`src/rtl/ahb_arbiter.sv`:
```
// Round-robin AHB bus arbiter: grants change only at burst boundaries, and a
// master holding HLOCK keeps the bus until it releases the lock.
module ahb_arbiter #(
  parameter int NUM_MASTERS    = 3,
  parameter int DEFAULT_MASTER = 0
) (
  input  logic                   HCLK,
  input  logic                   HRESET,
  input  logic [NUM_MASTERS-1:0] HBUSREQ,
  input  logic [NUM_MASTERS-1:0] HLOCK,
  input  logic [1:0]             HTRANS,
  input  logic [2:0]             HBURST,
  input  logic                   HREADY,
  output logic [NUM_MASTERS-1:0] HGRANT,
  output logic [3:0]             HMASTER,
  output logic [3:0]             HMASTER_DATA,
  output logic                   HMASTLOCK
);

  localparam logic [1:0] TR_IDLE   = 2'd0;
  localparam logic [1:0] TR_NONSEQ = 2'd2;
  localparam logic [1:0] TR_SEQ    = 2'd3;
  localparam logic [2:0] BU_INCR   = 3'd1;
  localparam logic [3:0] DEF_IDX   = 4'(DEFAULT_MASTER);

  typedef enum logic [1:0] {ST_OPEN, ST_BURST, ST_LOCKED} state_t;

  function automatic logic [3:0] burst_len_m1(input logic [2:0] burst);
    case (burst)
      3'd0, 3'd1: burst_len_m1 = 4'd0;
      3'd2, 3'd3: burst_len_m1 = 4'd3;
      3'd4, 3'd5: burst_len_m1 = 4'd7;
      default:    burst_len_m1 = 4'd15;
    endcase
  endfunction

  function automatic logic [NUM_MASTERS-1:0] onehot(input logic [3:0] idx);
    onehot = '0;
    for (int i = 0; i < NUM_MASTERS; i++) begin
      onehot[i] = (idx == 4'(i));
    end
  endfunction

  state_t                 r_state;
  logic [3:0]             r_cnt;
  logic [3:0]             r_master;
  logic [3:0]             r_master_data;
  logic [NUM_MASTERS-1:0] r_grant;
  logic                   r_mastlock;

  logic [3:0]  w_len_m1;
  logic        w_last;
  logic [15:0] w_req_ext;
  logic [15:0] w_lock_ext;
  logic [4:0]  w_idx;
  logic        w_found;
  logic [3:0]  w_rr;
  logic [3:0]  w_winner;

  // SEQ of an undefined-length INCR burst is re-arbitrable on every beat.
  always_comb begin
    w_len_m1 = burst_len_m1(HBURST);
    case (HTRANS)
      TR_IDLE:   w_last = 1'b1;
      TR_NONSEQ: w_last = (w_len_m1 == 4'd0);
      TR_SEQ:    w_last = (r_cnt <= 4'd1) || (HBURST == BU_INCR);
      default:   w_last = 1'b0;
    endcase
  end

  // Search starts just after the owner and wraps, so the owner ranks last.
  always_comb begin
    w_req_ext  = 16'(HBUSREQ);
    w_lock_ext = 16'(HLOCK);
    w_rr       = DEF_IDX;
    w_found    = 1'b0;
    w_idx      = 5'd0;
    for (int i = 1; i <= NUM_MASTERS; i++) begin
      w_idx = {1'b0, r_master} + 5'(i);
      if (w_idx >= 5'(NUM_MASTERS)) begin
        w_idx = w_idx - 5'(NUM_MASTERS);
      end else begin
        w_idx = w_idx;
      end
      if (!w_found && w_req_ext[w_idx[3:0]]) begin
        w_rr    = w_idx[3:0];
        w_found = 1'b1;
      end else begin
        w_found = w_found;
      end
    end
    if (w_lock_ext[r_master]) begin
      w_winner = r_master;
    end else begin
      w_winner = w_rr;
    end
  end

  // Beat counter, arbitration FSM and registered bus-select outputs.
  always_ff @(posedge HCLK or posedge HRESET) begin
    if (HRESET) begin
      r_state       <= ST_OPEN;
      r_cnt         <= 4'd0;
      r_master      <= DEF_IDX;
      r_master_data <= DEF_IDX;
      r_grant       <= onehot(DEF_IDX);
      r_mastlock    <= 1'b0;
    end else if (HREADY) begin
      r_master_data <= r_master;
      case (HTRANS)
        TR_NONSEQ: r_cnt <= w_len_m1;
        TR_SEQ:    r_cnt <= (r_cnt != 4'd0) ? r_cnt - 4'd1 : 4'd0;
        TR_IDLE:   r_cnt <= 4'd0;
        default:   r_cnt <= r_cnt;
      endcase
      if (w_last) begin
        r_master   <= w_winner;
        r_grant    <= onehot(w_winner);
        r_mastlock <= w_lock_ext[w_winner];
        r_state    <= w_lock_ext[w_winner] ? ST_LOCKED : ST_OPEN;
      end else if (HTRANS == TR_NONSEQ && r_state == ST_OPEN) begin
        r_state <= ST_BURST;
      end else begin
        r_state <= r_state;
      end
    end
  end

  assign HGRANT       = r_grant;
  assign HMASTER      = r_master;
  assign HMASTER_DATA = r_master_data;
  assign HMASTLOCK    = r_mastlock;

endmodule

```
`config.mk`:
```
export PLATFORM = sky130hd
export DESIGN_NAME = ahb_arbiter
export DESIGN_NICKNAME = d
export VERILOG_FILES = /design/src/rtl/ahb_arbiter.sv
export SDC_FILE = /design/constraint.sdc
export NUM_CORES = 1
export LEC_CHECK = 0
export CAP_MARGIN = 20
export CELL_PAD_IN_SITES_DETAIL_PLACEMENT = 2
export CELL_PAD_IN_SITES_GLOBAL_PLACEMENT = 2
export CORE_ASPECT_RATIO = 2
export CORE_UTILIZATION = 35
export CTS_BUF_LIST = sky130_fd_sc_hd__clkbuf_4
export DETAILED_ROUTE_END_ITERATION = 10
export HOLD_SLACK_MARGIN = 0.12
export PLACE_DENSITY_LB_ADDON = 0.2
export SLEW_MARGIN = 10
export SYNTH_ARGS = -nofsm -noshare
export SYNTH_HDL_FRONTEND = slang
export SYNTH_SLANG_ARGS = --single-unit
```
`constraint.sdc`:
```
create_clock -name HCLK -period 8.2 [get_ports HCLK]
set_clock_uncertainty 0.1 [all_clocks]
set_input_delay 2.46 -clock HCLK [delete_from_list [all_inputs] [get_ports HCLK]]
set_output_delay 2.46 -clock HCLK [all_outputs]
set_load 0.005 [all_outputs]
```
==> results_dict.tcl, run 1 <==
set metrics [dict create \
    leakage_nw 0.811 \
    cts_buffer_depth 2 \
    synth_area_per_cell_um2 8.14 \
    hold_viol_final 0 \
    synth_cell_types 59 \
    end_kind "flip-flop" \
    nets 247 \
    setup_viol 0 \
    worstHoldStart "HGRANT[1]" \
    r2r-start "HMASTER[0]" \
    insertion_delay_ns 0.29 \
    diodes 0 \
    maxSlewViolCount 0 \
    clkTransAtPathRegs_ns 0.09 \
    final_common_cell "clkdlybuf4s50_1" \
    crit_family "compound AO/OA/AOI/OAI gates" \
    postRouteAntennaNets 0 \
    async_flop_share_pct 100 \
    cts_buffers 3 \
    gp_congestion 0.840 \
    grt_pass1_wl_um 9200 \
    start_util_pct 36.3 \
    clock-sinks 16 \
    drive_above_1_share_pct 7.24 \
    hold_path_class "flip-flop to flip-flop" \
    whs_ns 0.415 \
    ys_warn_count 0 \
    synthesis.area_um2 1670 \
    grt_pass1_vias 1893 \
    synthesis.nets 230 \
    postCtsHoldBufs 0 \
    dp_hpwl_um 4440 \
    timing.final.ws_setup_ns 3.25 \
    cts_max_level 1 \
    cp.required_ns 8.25 \
    cts_setup_buffers 0 \
    crit_buf_inv 1 \
    yosysSeqAreaShare_pct 24.1 \
    cpPeakStageDelay_ns 0.57 \
    viasPerCell 6.10 \
    nFillCells 520 \
    startpoint "HBUSREQ[2]" \
    start_kind "input pin" \
    grt_overflow 0 \
    synth_edf_count 0 \
    max-vdd-ir-drop_mv 0.177 \
    path_cells "clkdlybuf4s50_1 > nor4b_1 > o311ai_0 > nand3_1 > o311a_1 > or3_1 > and3_4 > o311ai_0 > a31oi_1" \
    io_pins 26 \
    yosys_register_bits 16 \
    fmax_mhz 202 \
    cp_max_fo 9 \
    path_class "input pin to flip-flop" \
    drt-initial-drc-count 23 \
    worst_slew_pin_slew_ns 0.996 \
    status "completed" \
    ys.flop_type "dfrtp_1" \
    drc 0 \
    fin_util_pct 42.5 \
    die_area_um2 5060 \
    rsz0062_at_grt "no" \
    synthCells 205 \
    core-area_um2 4600 \
    dp_slack_ns 2.94 \
    grt_use_total_pct 24.2 \
    num_rows 35 \
    relSlewSlack_pct 33.6 \
    cts_root_buf "clkbuf_4" \
    drtPass1Iterations 3 \
    worstPathArrival_ns 5.01 \
    cts_tree "built" \
    vias 1683 \
    setup_tns_ns 0 \
    cap_violations 0 \
    fin_crit_ns 4.95 \
    finalCritPeriodShare_pct 60.4 \
    ctsResizeCount 0 \
    wire_per_inst_um 20.3 \
    critPathSlowestCell "clkdlybuf4s50_1" \
    cp_common_cell "o311ai_0" \
    area_delta_synth_final_pct 17.2 \
    wirelength_um 5610 \
    pwr_density_cell_nw_per_um2 335 \
    die_w_um 50.8 \
    numPortBuffers 25 \
    fp.dieH_um 99.6 \
    grt_max_degree 31 \
    antenna_found_initial 0 \
    final_cell_mix "25 x clkdlybuf4s50_1, 16 x nor2_1, 15 x dfrtp_1, 12 x inv_1, 12 x o21ai_0" \
]
metrics by stage:
| stage | area, µm² | power (mW) | cells |
|---|---|---|---|
| finish | 1950 | 0.654 | 276 |
| global route | 1950 | 0.705 | 276 |
| CTS | 1950 | 0.662 | 276 |
| detailed placement | 1930 | 0.613 | 272 |
| global placement | 1930 | 0.582 | 272 |
| floorplan | 1670 | 0.453 | 205 |
cell usage after synthesis, types with 2 or more instances:
master     n  area share (%)
mux2_2     6             4.1
nand2b_1   2            0.75
nor4_1     3             1.1
ha_1      11             8.3
o21ai_0   12             3.6
a21oi_1    9             2.7
o32ai_1    2             1.1
o211ai_1   3             1.4
a21o_1     2            0.90
nor3_1     7             2.1
a31oi_1    3             1.1
and2_1     3             1.1
o311ai_0   3             1.6
or3_1      2            0.75
nor3b_1    2            0.90
a211o_1    2             1.1
clkbuf_1   8             1.8
nand2_1   11             2.5
nand3b_1   2            0.90
a22o_1     2             1.1
nand4_1    6             2.3
or2_2      2            0.75
o21a_1     3             1.4
mux2i_1    5             3.0
nor2b_1   10             3.8
or4_1      2            0.90
nor4b_1    2             1.1
buf_2      4             1.2
nand3_1    5             1.5
dfrtp_1   15              23
inv_1     12             2.7
nor2_1    16             3.6
xnor2_1    2             1.1
power breakdown:
part	total [mW]	internal [mW]	switching, mW	leakage (nW)
Clock	0.0434	0.0177	0.0257	0.0154
Combinational	0.462	0.209	0.254	0.597
Sequential	0.149	0.102	0.0461	0.198
worst paths after layout:
path / to / slack, ns / cells past startpoint
max: HMASTLOCK / 3.25 / 9
min: HGRANT[1] / 0.42 / 1
max reg2reg: HMASTLOCK / 3.87 / 9
min reg2reg: HGRANT[1] / 0.42 / 1
max in group asynchronous: HMASTER_DATA[0] / 5.13 / 2
min in group asynchronous: HMASTER_DATA[2] / 2.46 / 2
metal layers:
| layer | vias to the layer above | part of all wire, % | track usage [%] |
|---|---|---|---|
| met5 | - | 0 | 0 |
| met2 | 29 | 59 | 49.6 |
| met3 | 9 | 1.6 | 1.83 |
| met4 | 0 | 2.5 | 10.0 |
| met1 | 852 | 37 | 23.0 |
| li1 | 793 | - | - |
cell families after synthesis:
kind of cell	Yosys count	share of synthesized area (%)
AND/OR/NAND/NOR	80	26.9
AO/OA/AOI/OAI	57	24.0
buffers and inverters	26	6.68
flip-flops	16	24.1
multiplexers	11	7.05
adder cells (fa/ha/maj)	11	8.25
XOR/XNOR	4	3.00
sequential cells by signal, indices dropped and copies added (netlist names):
name and count:
HMASTLOCK 1, HMASTER 4, HGRANT 3, HMASTER_DATA 4
r_cnt 4
area by class of cell:
class / instances / area, µm² / area share (%)
Clock buffer: 3 / 22.5 / 1.15
Clock inverter: 1 / 3.75 / 0.192
Inverter: 12 / 45.0 / 2.30
Multi-Input combinational cell: 163 / 1150 / 59.1
Sequential cell: 16 / 402 / 20.6
Tap cell: 55 / 68.8 / 3.52
Timing Repair Buffer: 26 / 258 / 13.2
No activity file was read; power rests on OpenSTA's default activity.
==> inputs of run 2 (changes only) <==
--- a/config.mk
+++ b/config.mk
@@ -9,7 +9,7 @@
 export CELL_PAD_IN_SITES_DETAIL_PLACEMENT = 2
 export CELL_PAD_IN_SITES_GLOBAL_PLACEMENT = 2
 export CORE_ASPECT_RATIO = 2
-export CORE_UTILIZATION = 35
+export CORE_UTILIZATION = 33
 export CTS_BUF_LIST = sky130_fd_sc_hd__clkbuf_4
 export DETAILED_ROUTE_END_ITERATION = 10
 export HOLD_SLACK_MARGIN = 0.12
==> constraint.sdc (replaced) <==
create_clock -name HCLK -period 5 [get_ports HCLK]
set_clock_uncertainty 0.1 [all_clocks]
set_input_delay 1.5 -clock HCLK [delete_from_list [all_inputs] [get_ports HCLK]]
set_output_delay 1.5 -clock HCLK [all_outputs]
set_load 0.005 [all_outputs]
==> results_dict.tcl, run 2 (same netlist as run 1, synthesis figures left out) <==
set metrics [dict create \
    setup_viol 0 \
    grt_pass1_wl_um 9310 \
    drive_above_1_share_pct 8.07 \
    routed-wl-met3_um 129 \
    end_kind "flip-flop" \
    antenna_found_initial 0 \
    worstPathArrival_ns 4.12 \
    grt_use_total_pct 23.4 \
    vias 1710 \
    status "completed" \
    cp_max_fo 9 \
    path_cells "clkdlybuf4s50_1 > nor4b_1 > o311ai_0 > nand3_1 > o311a_1 > or3_1 > and3_4 > o41a_1 > a31oi_1" \
    stdcell_count 280 \
    core-area_um2 4860 \
    clock-sinks 16 \
    viasPerCell 6.11 \
    worst_slew_pin_slew_ns 0.708 \
    final_common_cell "clkdlybuf4s50_1" \
    postRouteAntennaNets 0 \
    relSlewSlack_pct 52.8 \
    gp_congestion 0.841 \
    fin_crit_ns 4.02 \
    placedCellCount 276 \
    cts_tree "built" \
    cpPeakStageDelay_ns 0.59 \
    clkTransAtPathRegs_ns 0.09 \
    wire_per_inst_um 20.7 \
    grt_pass1_vias 1958 \
    place_area_um2 1950 \
    path_class "input pin to flip-flop" \
    grt_overflow 0 \
    maxSlewViolCount 0 \
    drtPass1Iterations 4 \
    postCtsHoldBufs 0 \
    hold_path_class "flip-flop to flip-flop" \
    io_pins 26 \
    diodes 0 \
    hold_viol_final 0 \
    wl_met1_um 1920 \
    wirelength_um 5790 \
    grt_max_degree 30 \
    critPathSlowestCell "clkdlybuf4s50_1" \
    setup_tns_ns 0 \
    ctsResizeCount 0 \
    die_area_um2 5360 \
    dp_hpwl_um 4700 \
    cp.required_ns 5.10 \
    die_w_um 52.3 \
    insertion_delay_ns 0.27 \
    fp.dieH_um 103 \
    design_area_um2 1970 \
    nets 249 \
    cap_violations 0 \
    leakage_nw 0.821 \
    whs_ns 0.412 \
    drt-initial-drc-count 27 \
    drc 0 \
    cts_buffers 3 \
    num_rows 36 \
    start_kind "input pin" \
    top_layer_used "met4" \
    nFillCells 583 \
    final_cell_mix "25 x clkdlybuf4s50_1, 16 x nor2_1, 15 x dfrtp_1, 12 x inv_1, 12 x o21ai_0" \
    pwr_density_cell_nw_per_um2 552 \
    rsz0062_at_grt "no" \
    cts_buffer_depth 2 \
    fmax_mhz 249 \
    dr_wl_met2_um 3420 \
    cts_setup_buffers 0 \
    max-vdd-ir-drop_mv 0.306 \
    area_delta_synth_final_pct 18.2 \
    cts_max_level 1 \
    start_util_pct 34.3 \
    finalCritPeriodShare_pct 80.5 \
    cts_root_buf "clkbuf_4" \
    numPortBuffers 25 \
]
run 2: area by class of cell:
| class | count | area, µm² | share of cell area (%) |
|---|---|---|---|
| well taps | 57 | 71.3 | 3.62 |
| clock inverters | 1 | 3.75 | 0.190 |
| inverters | 12 | 45.0 | 2.28 |
| repair buffers | 28 | 273 | 13.8 |
| flip-flops and latches | 16 | 402 | 20.4 |
| multi-input cells | 163 | 1150 | 58.6 |
| clock buffers | 3 | 22.5 | 1.14 |
run 2: worst paths after layout:
path / depth (start not counted) / endpoint / slack [ns] / from
worst min-delay path: 2 / HGRANT[0] / 0.41 / HGRANT[0]
worst min register to register: 2 / HGRANT[0] / 0.41 / HGRANT[0]
worst max-delay path: 9 / HMASTLOCK / 0.98 / HBUSREQ[2]
max in group asynchronous: 2 / HMASTLOCK / 2.90 / HRESET
worst max register to register: 10 / HMASTLOCK / 1.28 / HMASTER[1]
min in group asynchronous: 2 / HMASTER_DATA[1] / 1.50 / HRESET
run 2: routing by layer:
layer / global-route usage (%) / vias up
met4: 15.8 / 0
li1: - / 796
met3: 1.62 / 26
met5: 0 / -
met1: 20.8 / 849
met2: 46.8 / 39
run 2: metrics by stage:
step	utilization, %	total power, mW	setup slack [ns]
2_1_floorplan	-	0.743	1.41
6_report	40.5	1.09	0.977
3_5_place_dp	40.0	1.02	0.677
4_1_cts	40.5	1.09	0.973
5_1_grt	40.5	1.18	0.866
3_3_place_gp	40.0	0.968	0.837
run 2: where the power goes:
group	internal, mW	switching (mW)	total (mW)	leakage [nW]
sequential	0.169	0.0429	0.212	0.198
clock	0.0289	0.0379	0.0668	0.0154
combinational	0.352	0.458	0.810	0.607
total	0.550	0.539	1.09	0.821
run 2: critical path, delay by kind of cell:
family	cells	cell delay, ns
AO/OA/AOI/OAI	4	1.10
AND/OR/NAND/NOR	4	0.93
buffers and inverters	1	0.59
==> inputs of run 3 (changes only) <==
--- a/config.mk
+++ b/config.mk
@@ -9,7 +9,7 @@
 export CELL_PAD_IN_SITES_DETAIL_PLACEMENT = 2
 export CELL_PAD_IN_SITES_GLOBAL_PLACEMENT = 2
 export CORE_ASPECT_RATIO = 2
-export CORE_UTILIZATION = 33
+export CORE_UTILIZATION = 30
 export CTS_BUF_LIST = sky130_fd_sc_hd__clkbuf_4
 export DETAILED_ROUTE_END_ITERATION = 10
 export HOLD_SLACK_MARGIN = 0.12
==> constraint.sdc (replaced) <==
create_clock -name HCLK -period 3.5 [get_ports HCLK]
set_clock_uncertainty 0.1 [all_clocks]
set_input_delay 1.05 -clock HCLK [delete_from_list [all_inputs] [get_ports HCLK]]
set_output_delay 1.05 -clock HCLK [all_outputs]
set_load 0.005 [all_outputs]
==> results_dict.tcl, run 3 (same netlist as run 1, synthesis figures left out) <==
set metrics [dict create \
    status "completed" \
    maxSlewViolCount 0 \
    drive_above_1_share_pct 13.6 \
    switching_share_pct 48.6 \
    ctsResizeCount 0 \
    wire_per_inst_um 19.6 \
    leakage_nw 0.890 \
    pwr_density_cell_nw_per_um2 782 \
    postCtsHoldBufs 0 \
    insertion_delay_ns 0.31 \
    power.total_mw 1.63 \
    core-area_um2 5370 \
    drtPass1Iterations 4 \
    cts_tree "built" \
    antenna_found_initial 0 \
    cp_max_fo 3 \
    worstPathArrival_ns 3.52 \
    start_kind "input pin" \
    fin_util_pct 38.9 \
    final_cell_mix "25 x clkdlybuf4s50_1, 16 x nor2_1, 15 x dfrtp_1, 15 x buf_4" \
    fp.dieH_um 107 \
    grt_pass1_wl_um 9200 \
    gp_congestion 0.900 \
    dp_hpwl_um 4630 \
    p_sw_mw 0.794 \
    start_util_pct 31.0 \
    die_w_um 54.7 \
    numPortBuffers 25 \
    grt_overflow 0 \
    io_pins 26 \
    timing.final.ws_setup_ns 0.106 \
    p_comb_share_pct 76.3 \
    nets 262 \
    fmax_mhz 295 \
    cts_setup_buffers 0 \
    cts_buffers 3 \
    num_rows 38 \
    cap_violations 0 \
    path_class "input pin to flip-flop" \
    diodes 0 \
    postRouteAntennaNets 0 \
    hold_path_class "flip-flop to flip-flop" \
    fin_crit_ns 3.39 \
    dp_slack_ns -0.220 \
    relSlewSlack_pct 56.9 \
    setup_tns_ns 0 \
    grt_pass1_vias 1951 \
    drc 0 \
    wirelength_um 5800 \
    viasPerCell 5.96 \
    grt_max_degree 21 \
    finalCritPeriodShare_pct 97.0 \
    whs_ns 0.421 \
    clkTransAtPathRegs_ns 0.10 \
    rsz0062_at_grt "no" \
    end_kind "flip-flop" \
    p_clk_share_pct 6.8 \
    seq_power_share_pct 16.9 \
    setup_viol 0 \
    hold_viol_final 0 \
    vias 1763 \
    worst_slew_pin_slew_ns 0.645 \
    final_common_cell "clkdlybuf4s50_1" \
    cts_max_level 1 \
    cts_buffer_depth 2 \
    area_delta_synth_final_pct 25.4 \
    cp.required_ns 3.63 \
    internal_power_mw 0.840 \
    max-vdd-ir-drop_mv 0.367 \
    cts_root_buf "clkbuf_4" \
    drt-initial-drc-count 23 \
    die_area_um2 5880 \
    grt_use_total_pct 21.6 \
    clock-sinks 16 \
]
run 3: metal layers:
| metal | vias up | global-route usage [%] | part of all wire (%) |
|---|---|---|---|
| li1 | 823 | - | - |
| met1 | 894 | 20.0 | 36 |
| met2 | 32 | 41.0 | 58 |
| met3 | 14 | 1.98 | 2.1 |
| met4 | 0 | 12.6 | 4.0 |
| met5 | - | 0 | 0 |
run 3: power by group through the flow:
stage | Combinational (mW) | Clock [mW] | Sequential (mW)
final | 1.25 | 0.111 | 0.277
after global routing | 1.35 | 0.119 | 0.283
after CTS | 1.25 | 0.115 | 0.279
after detailed placement | 1.24 | 0 | 0.281
after global placement | 1.18 | 0 | 0.279
after floorplan | 0.775 | 0 | 0.286
run 3: stage by stage:
step                      instance area (µm²)  std cells
after floorplan                          1670        205
after detailed placement                 2060        292
after global routing                     2090        296
after CTS                                2090        296
after global placement                   2060        292
final                                    2090        296
run 3: area by class of cell:
cell class | instances | area [µm²]
flip-flops and latches | 16 | 402
clock inverters | 1 | 3.75
well taps | 60 | 75.1
multi-input cells | 163 | 1160
repair buffers | 41 | 383
inverters | 12 | 45.0
clock buffers | 3 | 22.5
fillers | 630 | 3280
run 3: path summary, 6_finish.rpt:
path,start,endpoint,slack [ns],cells past startpoint
hold reg to reg,HMASTER_DATA[1],HMASTER_DATA[1],0.42,1
min in group asynchronous,HRESET,HMASTER_DATA[3],1.02,2
setup / recovery,HBUSREQ[1],HMASTLOCK,0.11,9
hold / removal,HMASTER_DATA[1],HMASTER_DATA[1],0.42,1
max in group asynchronous,HRESET,HMASTER[2],1.87,2
setup reg to reg,HMASTER[2],HMASTLOCK,0.23,9
run 3: critical path, stage by stage:
cell and delay [ns]:
clkdlybuf4s50_1 0.42, mux2i_1 0.15, nand2_1 0.06, or4_1 0.53
o311a_1 0.14, or3_1 0.39, and3_4 0.19, o41a_1 0.40
a31oi_1 0.19
==> patch 1: new RTL, settings of run 2 <==
The parameter `NUM_MASTERS` goes from 3 to 6.
--- a/src/rtl/ahb_arbiter.sv
+++ b/src/rtl/ahb_arbiter.sv
@@ -1,7 +1,7 @@
 // Round-robin AHB bus arbiter: grants change only at burst boundaries, and a
 // master holding HLOCK keeps the bus until it releases the lock.
 module ahb_arbiter #(
-  parameter int NUM_MASTERS    = 3,
+  parameter int NUM_MASTERS    = 6,
   parameter int DEFAULT_MASTER = 0
 ) (
   input  logic                   HCLK,
Interface: changed (resized HBUSREQ, HGRANT and HLOCK); port bits go from 26 to 35. The function was not compared with the original's and may differ.
==> patch 1 against run 2 <==
Setup slack worse by 0.42 ns. Wire length up 57%. Area after synthesis up 52%. Sequential cell count up 3. Synthesized cell count up 47%. Design area up 54%.
Power is left out: the tool's default activity adds up to more than one toggle a clock period on the data nets, which glitch-free logic cannot reach.
==> patch 1: results (changes against run 2) <==
reg2reg path depth: 14 (was 10)
layout cell share with drive strength beyond 1: 14.6% (was 8.07%)
worst-case clock buffer depth: 2 (unchanged)
first-pass GRT wire length: 14700 um (was 9310 um)
Crit path largest cell delay: 0.55 ns (was 0.59 ns)
multi-input gates: 251 (was 163)
routed vias/inst: 5.98 (was 6.11)
Signal inverters: 17 (was 12)
crit-path max FO: 9 (unchanged)
WHS Endpoint: HGRANT[3] (was HGRANT[0])
worst r2r dst: HMASTLOCK (unchanged)
post-synthesis cell type count: 81 (was 59)
critical path's slowest cell: dfrtp_1 (was clkdlybuf4s50_1)
starting DRC count in detailed routing: 79 (was 27)
total track usage: 23.7% (was 23.4%)
gp weighted congestion: 0.852 (was 0.841)
Syn Nets: 340 (was 230)
FF-to-FF setup slack: 0.56 ns (was 1.28 ns)
Worst-path clk slew: 0.11 ns (was 0.09 ns)
Synth area leaders: dfrtp_1 18%, ha_1 8.9%, nand2_1 4.3%, mux2_2 3.5%, a21oi_1 3.3% (was dfrtp_1 23%, ha_1 8.3%, mux2_2 4.1%, nor2b_1 3.8%, o21ai_0 3.6%)
port bufs: 34 (was 25)
DR WL/cell: 21.3 um (was 20.7 um)
vias in the first global route: 2958 (was 1958)
Non-clk bufs: 45 (was 28)
hpwl dp: 7610 um (was 4700 um)
fraction of area in registers: 15.7% (was 20.4%)
commonest cells in the netlist: 29 x nand2_1, 18 x dfrtp_1, 18 x ha_1 (was 16 x nor2_1, 15 x dfrtp_1, 12 x inv_1, 12 x o21ai_0)
# clk buffers: 3 (unchanged)
family with the most delay on the worst path: simple AND/OR/NAND/NOR gates (was compound AO/OA/AOI/OAI gates)
worst skew pair latency: 0.30 ns (was 0.27 ns)
register area share after synthesis: 18.8% (was 24.1%)
NonClk Buf Share: 14.0% (was 13.8%)
status: finished clean (unchanged)
Sink Count: 19 (was 16)
largest net degree at the start of global routing: 20 (was 30)
crit path from: HMASTER[1] (was HBUSREQ[2])
min-delay src: HGRANT[3] (was HGRANT[0])
clock-cell share of area: 0.909% (was 1.33%)
fraction of area in multi-input gates: 63.5% (was 58.6%)
worst slew margin relative to its limit: 50.4% (was 52.8%)
# fillers: 881 (was 583)
layout net count: 375 (was 249)
WHS Path Cells: 2 (unchanged)
Worst Path Arrival: 4.55 ns (was 4.12 ns)
-- patch 1: tightest hold or removal path, stage by stage, from the launching register on --
cell and delay [ns]:
dfrtp_1 0.36, nand2_1 0.07, o41ai_2 0.05
-- patch 1: metrics by stage --
| stage | std cells | hold WS (ns) | utilization [%] | area [um2] | setup slack [ns] |
|---|---|---|---|---|---|
| after global routing | 428 | 0.421 | 41.1 | 3030 | 0.263 |
| after global placement | 424 | 0.368 | 40.7 | 3000 | 0.396 |
| final | 428 | 0.400 | 41.1 | 3030 | 0.557 |
| after CTS | 428 | 0.409 | 41.1 | 3030 | 0.577 |
| after detailed placement | 424 | 0.370 | 40.7 | 3000 | 0.271 |
| after floorplan | 302 | 0.361 | - | 2540 | 1.11 |
-- patch 1: worst max path at each step --
stage | to | slack (ns) | cells past startpoint
detailed placement | HMASTLOCK | 0.27 | 11
finish | HMASTLOCK | 0.56 | 14
floorplan | HMASTLOCK | 1.11 | 14
global placement | HMASTLOCK | 0.40 | 11
CTS | HMASTLOCK | 0.58 | 14
global route | HGRANT[5] | 0.26 | 14
-- patch 1: kinds of logic (layout without fill, tap and decap cells) --
family / after synthesis / after routing / synth area share (%)
AOI/OAI and AO/OA: 99 / 99 / 29.3
and+or+nand+nor: 97 / 97 / 20.4
buffers and inverters: 32 / 66 / 5.56
muxes: 21 / 21 / 10.3
adders and majority gates: 20 / 20 / 9.65
DFF: 19 / 19 / 18.8
xor gates and xnor gates: 14 / 14 / 6.01
-- patch 1: routing by layer --
metal,global-route usage (%),wire length [um]
met1,21.7,3120
met2,48.8,5380
met3,0.543,114
met4,13.8,493
met5,0,0
==> patch 2: new RTL, config.mk and constraints of run 2 <==
Without the edit above. Make the reset (`HRESET`) synchronous in one clocked block.
--- a/src/rtl/ahb_arbiter.sv
+++ b/src/rtl/ahb_arbiter.sv
@@ -97,7 +97,7 @@
   end
 
   // Beat counter, arbitration FSM and registered bus-select outputs.
-  always_ff @(posedge HCLK or posedge HRESET) begin
+  always_ff @(posedge HCLK) begin
     if (HRESET) begin
       r_state       <= ST_OPEN;
       r_cnt         <= 4'd0;
Check against the original RTL: differs if HRESET is asserted again (counterexample within 4 cycles, from zero or initial values and one cycle with HRESET high); with HRESET held inactive, the same outputs for 10 cycles.
==> patch 2 against run 2 <==
Count of clock-buffer cells in the layout did not move. Wire length is 0.43% lower. Via count is 0.47% lower. Sequential cell count unchanged. Non-clock buffer count down 1. Setup slack better by 0.32 ns. Largest cell class unchanged. Design area is 3.4% lower. Area after synthesis is 2.9% lower.
Power is not compared: it rests on default switching activity, and its combinational part moved more than twofold at a synthesized area within 25%.
==> patch 2: results (changes against run 2) <==
status: finished clean (unchanged)
GR Util met1: 19.8% (was 20.8%)
vias in the first global route: 1936 (was 1958)
M1 WL: 1850 um (was 1920 um)
Hold WS: 0.380 ns (was 0.412 ns)
# fillers: 572 (was 583)
gp weighted congestion: 0.824 (was 0.841)
met2 WL: 3430 um (was 3420 um)
R2R Path Start: HMASTER[2] (was HMASTER[1])
starting DRC count in detailed routing: 15 (was 27)
Main synth FF type: dfxtp_1 (was dfrtp_1)
compound-cell area share of the yosys netlist: 29.8% (was 24.0%)
min-delay src: HMASTLOCK (was HGRANT[0])
routed vias/inst: 6.19 (was 6.11)
Adder-Cell Fraction of Synth Area: 8.50% (was 8.25%)
Post-Place Cells: 271 (was 276)
post-synthesis mux area share: 6.34% (was 7.05%)
first-pass GRT wire length: 9260 um (was 9310 um)
post-synthesis cell type count: 58 (was 59)
FF-to-FF setup slack: 1.42 ns (was 1.28 ns)
pre-CTS setup slack: 1.01 ns (was 0.677 ns)
WHS Endpoint: HMASTLOCK (was HGRANT[0])
met2 Usage GRT: 50.0% (was 46.8%)
hpwl dp: 4710 um (was 4700 um)
worst r2r dst: HGRANT[0] (was HMASTLOCK)
Synth area leaders: dfxtp_1 20%, ha_1 8.5%, mux2i_1 4.9%, nor2_1 4.6%, nor3_1 2.5% (was dfrtp_1 23%, ha_1 8.3%, mux2_2 4.1%, nor2b_1 3.8%, o21ai_0 3.6%)
actual slew at the worst max-slew pin: 0.731 ns (was 0.708 ns)
layout cell share with drive strength beyond 1: 7.27% (was 8.07%)
met3 wire length: 120 um (was 129 um)
DR WL/cell: 21.0 um (was 20.7 um)
total track usage: 24.1% (was 23.4%)
Syn Nets: 225 (was 230)
Synth Area in XOR/XNOR: 2.70% (was 3.00%)
register area share after synthesis: 19.8% (was 24.1%)
met3 usage: 1.66% (was 1.62%)
commonest cells in the netlist: 20 x nor2_1, 16 x dfxtp_1, 11 x ha_1 (was 16 x nor2_1, 15 x dfrtp_1, 12 x inv_1, 12 x o21ai_0)
==> patch 2: changes by cell type after synthesis, moves of 4 or more <==
cell and change:
nor2_1 +4, a211oi_1 +4, mux2_2 -5, dfxtp_1 +16, clkbuf_1 -5, nor2b_1 -5, o21ai_0 -5, dfrtp_1 -15
==> patch 2: cell type report <==
type / instances / share of cell area, %
Clock buffer: 3 / 1.18
Clock inverter: 1 / 0.197
Sequential cell: 16 / 16.8
Timing Repair Buffer: 27 / 13.9
Inverter: 10 / 1.97
Tap cell: 55 / 3.61
Multi-Input combinational cell: 163 / 62.3
==> patch 2: worst max-delay path by stage <==
| stage | startpoint | end | slack [ns] | cells past startpoint |
|---|---|---|---|---|
| after floorplan | HMASTER[1] | HGRANT[0] | 1.83 | 10 |
| after global placement | HBUSREQ[2] | HMASTLOCK | 1.07 | 8 |
| after detailed placement | HBUSREQ[2] | HMASTLOCK | 1.01 | 8 |
| after CTS | HBUSREQ[2] | HMASTLOCK | 1.30 | 8 |
| after global routing | HBUSREQ[2] | HMASTLOCK | 1.05 | 8 |
| final | HBUSREQ[2] | HMASTLOCK | 1.30 | 8 |
==> patch 2: worst reg2reg max path: stages (launching register included) <==
cell      delay, ns
dfxtp_1        0.72
inv_1          0.15
ha_1           0.40
a211oi_1       0.30
o21ai_1        0.11
a32o_1         0.26
mux2_2         0.29
a211oi_2       0.28
mux2i_1        0.32
a311oi_1       0.20
a221o_1        0.35
==> patch 2: power by group <==
part	leakage [nW]	internal (mW)	switching [mW]
clock	0.0154	0.0291	0.0444
combinational	0.587	0.0692	0.0917
sequential	0.130	0.134	0.00595
total	0.733	0.232	0.142
==> patch 2: through the flow <==
step	cell area [um2]	util, %
floorplan	1620	-
global placement	1880	40.5
detailed placement	1880	40.5
CTS	1900	41.0
global route	1900	41.0
finish	1900	41.0
